--- src/rtl/mem_port_arbiter.sv ---
// Fixed-priority arbiter/sequencer for one fixed-latency memory shared by fetch and load/store.
// Optional fetch-fairness counter is enabled with `define MEM_ARB_FAIRNESS_EN.
module mem_port_arbiter #(
  parameter int LAT    = 2,
  parameter int FAIR_N = 4
) (
  input  logic        clk,
  input  logic        rst,
  input  logic        if_req,
  input  logic [31:0] if_addr,
  input  logic        if_flush,
  output logic        if_gnt,
  output logic        if_rvalid,
  output logic [31:0] if_rdata,
  input  logic        ls_req,
  input  logic        ls_we,
  input  logic [31:0] ls_addr,
  input  logic [31:0] ls_wdata,
  output logic        ls_gnt,
  output logic        ls_rvalid,
  output logic [31:0] ls_rdata,
  output logic        mem_en,
  output logic        mem_we,
  output logic [31:0] mem_addr,
  output logic [31:0] mem_wdata,
  input  logic [31:0] mem_rdata
);

  // state | meaning
  // IDLE  | no transaction in flight; grants are combinational
  // ISSUE | single mem_en cycle for the latched request
  // WAIT  | counting down LAT cycles to the response
  typedef enum logic [1:0] {
    IDLE  = 2'd0,
    ISSUE = 2'd1,
    WAIT  = 2'd2
  } state_t;

  state_t      state_q, state_d;
  logic [2:0]  cnt_q, cnt_d;
  logic        drop_q, drop_d;
  logic        own_ls_q, we_q;
  logic [31:0] addr_q, wdata_q;
  logic        fair_force;
  logic        last;

  if (LAT < 1 || LAT > 7) begin : g_lat_chk
    $error("mem_port_arbiter: LAT must be 1..7");
  end
  if (FAIR_N < 1 || FAIR_N > 7) begin : g_fair_chk
    $error("mem_port_arbiter: FAIR_N must be 1..7");
  end

`ifdef MEM_ARB_FAIRNESS_EN
  localparam logic [2:0] FAIR_LIM = 3'(FAIR_N);
  logic [2:0] fair_q;

  // A flush blocks the fetch grant, so the forced turn only applies when IF can actually win.
  assign fair_force = (fair_q >= FAIR_LIM) & if_req & ls_req & ~if_flush;

  always_ff @(posedge clk) begin
    if (rst) begin
      fair_q <= 3'd0;
    end else if (ls_gnt) begin
      if (!if_req)            fair_q <= 3'd0;
      else if (fair_q != 3'd7) fair_q <= fair_q + 3'd1;
    end else if (if_gnt) begin
      fair_q <= 3'd0;
    end
  end
`else
  assign fair_force = 1'b0;
`endif

  always_ff @(posedge clk) begin
    if (rst) begin
      state_q  <= IDLE;
      cnt_q    <= 3'd0;
      drop_q   <= 1'b0;
      own_ls_q <= 1'b0;
      we_q     <= 1'b0;
      addr_q   <= 32'd0;
      wdata_q  <= 32'd0;
    end else begin
      state_q <= state_d;
      cnt_q   <= cnt_d;
      drop_q  <= drop_d;
      if (ls_gnt) begin
        own_ls_q <= 1'b1;
        we_q     <= ls_we;
        addr_q   <= ls_addr;
        wdata_q  <= ls_wdata;
      end else if (if_gnt) begin
        own_ls_q <= 1'b0;
        we_q     <= 1'b0;
        addr_q   <= if_addr;
        wdata_q  <= 32'd0;
      end
    end
  end

  always_comb begin
    state_d = state_q;
    cnt_d   = cnt_q;
    drop_d  = drop_q;
    if_gnt  = 1'b0;
    ls_gnt  = 1'b0;
    mem_en  = 1'b0;
    last    = 1'b0;
    case (state_q)
      IDLE: begin
        drop_d = 1'b0;
        if (!rst) begin
          ls_gnt = ls_req & ~fair_force;
          if_gnt = if_req & ~if_flush & (~ls_req | fair_force);
        end
        if (ls_gnt || if_gnt) state_d = ISSUE;
      end
      ISSUE: begin
        mem_en  = ~rst;
        cnt_d   = 3'(LAT);
        state_d = WAIT;
        if (!own_ls_q && if_flush) drop_d = 1'b1;
      end
      WAIT: begin
        cnt_d = cnt_q - 3'd1;
        if (!own_ls_q && if_flush) drop_d = 1'b1;
        if (cnt_q <= 3'd1) begin
          last    = ~rst;
          cnt_d   = 3'd0;
          drop_d  = 1'b0;
          state_d = IDLE;
        end
      end
      default: state_d = IDLE;
    endcase
  end

  // A flush in the completion cycle itself must also kill the fetch response.
  assign if_rvalid = last & ~own_ls_q & ~drop_q & ~if_flush;
  assign ls_rvalid = last & own_ls_q;
  assign if_rdata  = if_rvalid ? mem_rdata : 32'd0;
  assign ls_rdata  = (ls_rvalid && !we_q) ? mem_rdata : 32'd0;
  assign mem_we    = mem_en & we_q;
  assign mem_addr  = mem_en ? addr_q : 32'd0;
  assign mem_wdata = mem_en ? wdata_q : 32'd0;

endmodule

--- config.mk ---
export PLATFORM = sky130hd
export DESIGN_NAME = mem_port_arbiter
export DESIGN_NICKNAME = d
export VERILOG_FILES = /design/src/rtl/mem_port_arbiter.sv
export SDC_FILE = /design/constraint.sdc
export NUM_CORES = 1
export LEC_CHECK = 0
export ABC_AREA = 1
export CORE_ASPECT_RATIO = 1.4
export CORE_MARGIN = 10
export CORE_UTILIZATION = 37
export DETAILED_ROUTE_END_ITERATION = 7
export PLACE_DENSITY = 0.84
export RECOVER_POWER = 100
export SYNTH_ARGS = -nofsm -noshare
export SYNTH_HDL_FRONTEND = slang
export SYNTH_SLANG_ARGS = --single-unit
--- constraint.sdc ---
create_clock -name clk -period 1.7 [get_ports clk]
set_input_delay 0.34 -clock clk [delete_from_list [all_inputs] [get_ports clk]]
set_output_delay 0.34 -clock clk [all_outputs]
set_load 0.05 [all_outputs]
# Word level (Yosys, flattened, before mapping)

Cells that the tools add are included.

Bits in registers: 72
Logic and storage cells: 63
Output and inout port bits: 134
Bits of input ports: 134

Eq/ne operators: 4
Muxes and demuxes: 28
Bitwise logic cells: 12
Reduce and logical (&&, ||, !) cells: 10
Add/sub/neg operators: 1
Order comparisons: 1

Operator list:

| kind                                                                   | count |
|---|---|
| 32-bit 2-to-1 mux                                                      | 8 |
| 1-bit 2-to-1 mux                                                       | 14 |
| 1-bit AND                                                              | 7 |
| 2-bit case mux with 3 select lines                                     | 1 |
| 3-bit case mux with 2 select lines                                     | 1 |
| 1-bit NOT                                                              | 5 |
| 2-bit 2-to-1 mux                                                       | 2 |
| 2-bit != test (second input constant)                                  | 2 |
| 2-bit nonzero test                                                     | 2 |
| 3-bit by 1-bit <= comparator with 1-bit output (second input constant) | 1 |
| 3-bit 2-to-1 mux                                                       | 1 |
| 1-bit case mux with 3 select lines                                     | 1 |
| 3-bit nonzero test                                                     | 1 |
| 3-bit by 1-bit subtractor with 3-bit output (second input constant)    | 1 |
| 2-bit by 1-bit == test with 1-bit output (second input constant)       | 1 |
| 2-bit == test (second input constant)                                  | 1 |
| 1-bit logical AND                                                      | 2 |
| 1-bit logical NOT                                                      | 2 |
| 2-bit logical NOT                                                      | 1 |
| 2-bit AND reduction                                                    | 1 |
| 1-bit logical OR                                                       | 1 |

# Depth between registers and ports, before layout

Depth in word-level cells: 8
Gate-level depth with buffers: 10
Gate-level depth less buffers: 9

# Worst setup path before layout

OpenSTA, ideal clock, no wires.

Kind: flip-flop to output port
Start point: register state_q[1]
End point: output mem_wdata[11]
Path slack: -1.075 ns
Data required time: 1.360 ns
Stages on the path, launching flop included: 9
Arrival: 2.435 ns
Path buffers: 2
Path through: dfxtp_1 inv_1 ha_1 inv_1 nor2_1 inv_1 buf_2 buf_1 nor2_1

Longest elaborated chain between the ends: 3

RTL lines:

| item                                     | line | text |
|---|---|---|
| from (decl)                              | 39   | `state_t state_q, state_d;` |
| from (signal assigned)                   | 85   | `state_q <= state_d;` |
| 2-bit by 1-bit == test with 1-bit output | 110  | `case (state_q)` |
| 1-bit 2-to-1 mux                         | 110  |  |
| via mem_en                               | 22   | `output logic mem_en,` |
| 32-bit 2-to-1 mux                        | 146  | `assign mem_wdata = mem_en ? wdata_q : 32'd0;` |
| to (decl)                                | 25   | `output logic [31:0] mem_wdata,` |

The timed path passes the listed nets, and every way through them passes these cells.

# Final worst setup path

Start point: register cnt_q[1]
End point: output if_rdata[13]

Longest elaborated chain between the ends: 7

RTL lines:

| item                                           | line | text |
|---|---|---|
| from (decl)                                    | 40   | `logic [2:0] cnt_q, cnt_d;` |
| from (signal assigned)                         | 86   | `cnt_q <= cnt_d;` |
| 3-bit by 1-bit <= comparator with 1-bit output | 128  | `if (cnt_q <= 3'd1) begin` |
| 1-bit 2-to-1 mux                               | 128  |  |
| 1-bit 2-to-1 mux                               | 110  |  |
| 1-bit AND (3 in series)                        | 140  | `assign if_rvalid = last & ~own_ls_q & ~drop_q & ~if_flush;` |
| 32-bit 2-to-1 mux                              | 142  | `assign if_rdata = if_rvalid ? mem_rdata : 32'd0;` |
| to (decl)                                      | 14   | `output logic [31:0] if_rdata,` |

Every way passes these cells.

==> qor.csv <==
metric,value,unit
hpwlAfterDp,15.82,mm
ant_nets,0,
final_cells,1165,
cts_htree_levels,3,
cts_tree,done,
crit_chain,"inv_2, ha_4, o21bai_4, nand3_4, inv_4, nand3_4, clkbuf_16, nor2_4, buf_12",
yosysWarnings,0,
vias,6991,
wl_per_cell,29.01,um
clk_pin_slew,60,ps
outcome,"complete, but fails checks",
finalSetupTns,-79220,ps
grtUsageTotal,33.65,%
globalRoute.totalOverflow,0,
numCtsBuffers,9,
hold_violations,0,
fmax,429.3,MHz
crit_top_cell,nand3_4,
gp_congestion,0.8396,
p_leak,4.147,nW
io_pins,268,
synth_area,0.004080,sq mm
setup_viol,200,
fin_crit,2329,ps
nNetsFinal,1157,
yosysSeqAreaShare,35.33,%
initial_core_util,37.74,%
grt_pass1_wl,39.97,mm
drt_wl_total,33.80,mm
fp.dieArea,0.01569,sq mm
numPortBuffers,267,
syn_avg_cell_area,5.796,sq um
pre_cts_ws,-486.6,ps
clock_skew,11.47,ps
drt_iter0_drc,946,
ir_drop,0.8826,mV
drive_gt1_share,39.14,%
die_y,144.3,um
fill_cells,226,
syn-num-nets,844,
grt_max_degree,33,
maxSlewViolCount,0,
critical_path.endpoint_type,primary output,
cp_top_family,buffers and inverters,
synthCells,704,
post-route-period-util,137.0,%
critPathMaxStageDelay,330,ps
rsz0062_at_grt,yes,
max-cap-violations,0,
tightest_slew,435.9,ps
clk_path_buf_depth,2,
violations,"DRC, setup timing",
worstSetupPathType,flop to primary output,
cp_max_fo,8,
synth_cell_types,24,
whs,503.4,ps
finalWorstSetupSlack,-629.4,ps
die_width,108.8,um
cpMaxStageDelayCell,dfxtp_2,
required,1360,ps
rows,45,
path_buf_inv,4,
slew_headroom,70.94,%
cts.sinks,72,
fin_util,96.18,%
design.core.area,0.01081,sq mm
power.density,724.2,mW/mm^2
ys_seq_elements,72,
hp-class,flop to flop,
syn2layout_area_growth,154.8,%
firstDrtPassIters,8,
via_per_inst,6.001,
cts_root_buffer,clkbuf_16,
start_kind,flop,
drc,15,
grt_pass1_vias,6763,
cts_hold_buf,0,
clock_latency,370,ps
antenna_found_initial,2,
cp.arrival,1990,ps
placedCellCount,1117,
stage by stage:
step                instance area (sq um)  power (mW)
floorplan                            4891       3.413
global placement                     8856       4.413
detailed placement                   8856       4.486
CTS                                  9846       6.660
global route                        10400       7.675
finish                              10400       7.530
cells in the final DEF, fill, tap and decap left out, types with 3 or more instances in the layout:
| cell | count |
|---|---|
| nand3_1 | 31 |
| o21ai_2 | 3 |
| nand3_4 | 5 |
| nand3_2 | 3 |
| ha_4 | 4 |
| nor2_4 | 133 |
| dfxtp_1 | 68 |
| o21ai_0 | 8 |
| clkdlybuf4s50_1 | 130 |
| clkbuf_16 | 15 |
| inv_2 | 3 |
| buf_16 | 3 |
| buf_8 | 28 |
| a21oi_1 | 32 |
| nor2_1 | 70 |
| nand2_1 | 147 |
| o21ai_1 | 23 |
| inv_1 | 103 |
| a21oi_2 | 4 |
| buf_12 | 113 |
| buf_4 | 34 |
| inv_4 | 6 |
| buf_6 | 27 |
logic make-up (layout without fill, tap and decap cells):
group | after synthesis | count (layout) | synth area share [%]
buf+inv | 158 | 476 | 15.58
flops | 72 | 72 | 35.33
simple gates | 394 | 394 | 37.99
fa+ha+maj | 6 | 6 | 1.840
other cells | 0 | 2 | 0
xor+xnor | 1 | 1 | 0.2147
compound gates | 73 | 73 | 9.046
sequential cells by signal, summed over array words and instances (netlist names):
signal / cells
addr_q: 32
wdata_q: 32
cnt_q: 3
state_q: 2
drop_q: 1
own_ls_q: 1
we_q: 1
metal layers:
metal	vias up	routed length [um]	track usage [%]
li1	2723	-	-
met1	3178	10100	32.93
met2	798	15930	57.71
met3	292	4372	13.18
met4	0	3397	21.57
met5	-	0	0
where the power goes:
part	leakage [nW]	total [mW]	internal [mW]	switching (mW)
logic	3.41	3.42	1.42	2.01
clock network	0.143	2.02	1.15	0.872
registers	0.592	2.09	1.90	0.184
total	4.15	7.53	4.47	3.06
layout make-up:
class | count | area, sq um | area share [%]
Inverter | 114 | 462.9 | 4.452
Tap cell | 141 | 176.4 | 1.697
Antenna cell | 2 | 5.005 | 0.04813
Clock buffer | 10 | 229.0 | 2.202
Timing Repair inverter | 1 | 16.27 | 0.1564
Sequential cell | 72 | 1451 | 13.96
Clock inverter | 6 | 68.82 | 0.6619
Multi-Input combinational cell | 474 | 3178 | 30.57
Timing Repair Buffer | 345 | 4810 | 46.26
worst paths after layout:
| kind | start | end | slack, ps | cells after the start |
|---|---|---|---|---|
| worst max register to register | state_q[1] | wdata_q[22] | -340 | 9 |
| worst min register to register | addr_q[31] | addr_q[31] | 500 | 2 |
| worst min-delay path | addr_q[31] | addr_q[31] | 500 | 2 |
| worst max-delay path | cnt_q[1] | if_rdata[13] | -630 | 9 |
tightest hold or removal path, delay by kind of cell (launching register included):
family	cells	cell delay (ps)
AO/OA/AOI/OAI	1	70
AND/OR/NAND/NOR	1	70
flip-flops	1	320
what timing repair did:
action	4_1_cts	5_1_grt
buffers inserted	13	11
setup endpoints to repair	147	170
endpoints found under the hold margin	0	0
pin swaps	15	22
gates cloned	4	6
resized for setup	152	108
synthesized netlist by cell type (all sizes together):
master	instances	area [sq um]
or2	1	6.260
o21bai	1	7.510
nor3	1	5.000
nand2	148	558.0
o21ai	34	170.2
xor2	1	8.760
a21oi	37	185.2
nand3	39	205.2
clkbuf	15	57.55
ha	6	75.07
nand3b	1	7.510
nor2	204	768.2
a31oi	1	6.260
buf	29	150.2
dfxtp	72	1441
inv	114	427.9
Note: power is estimated with default switching activity, not from simulation.
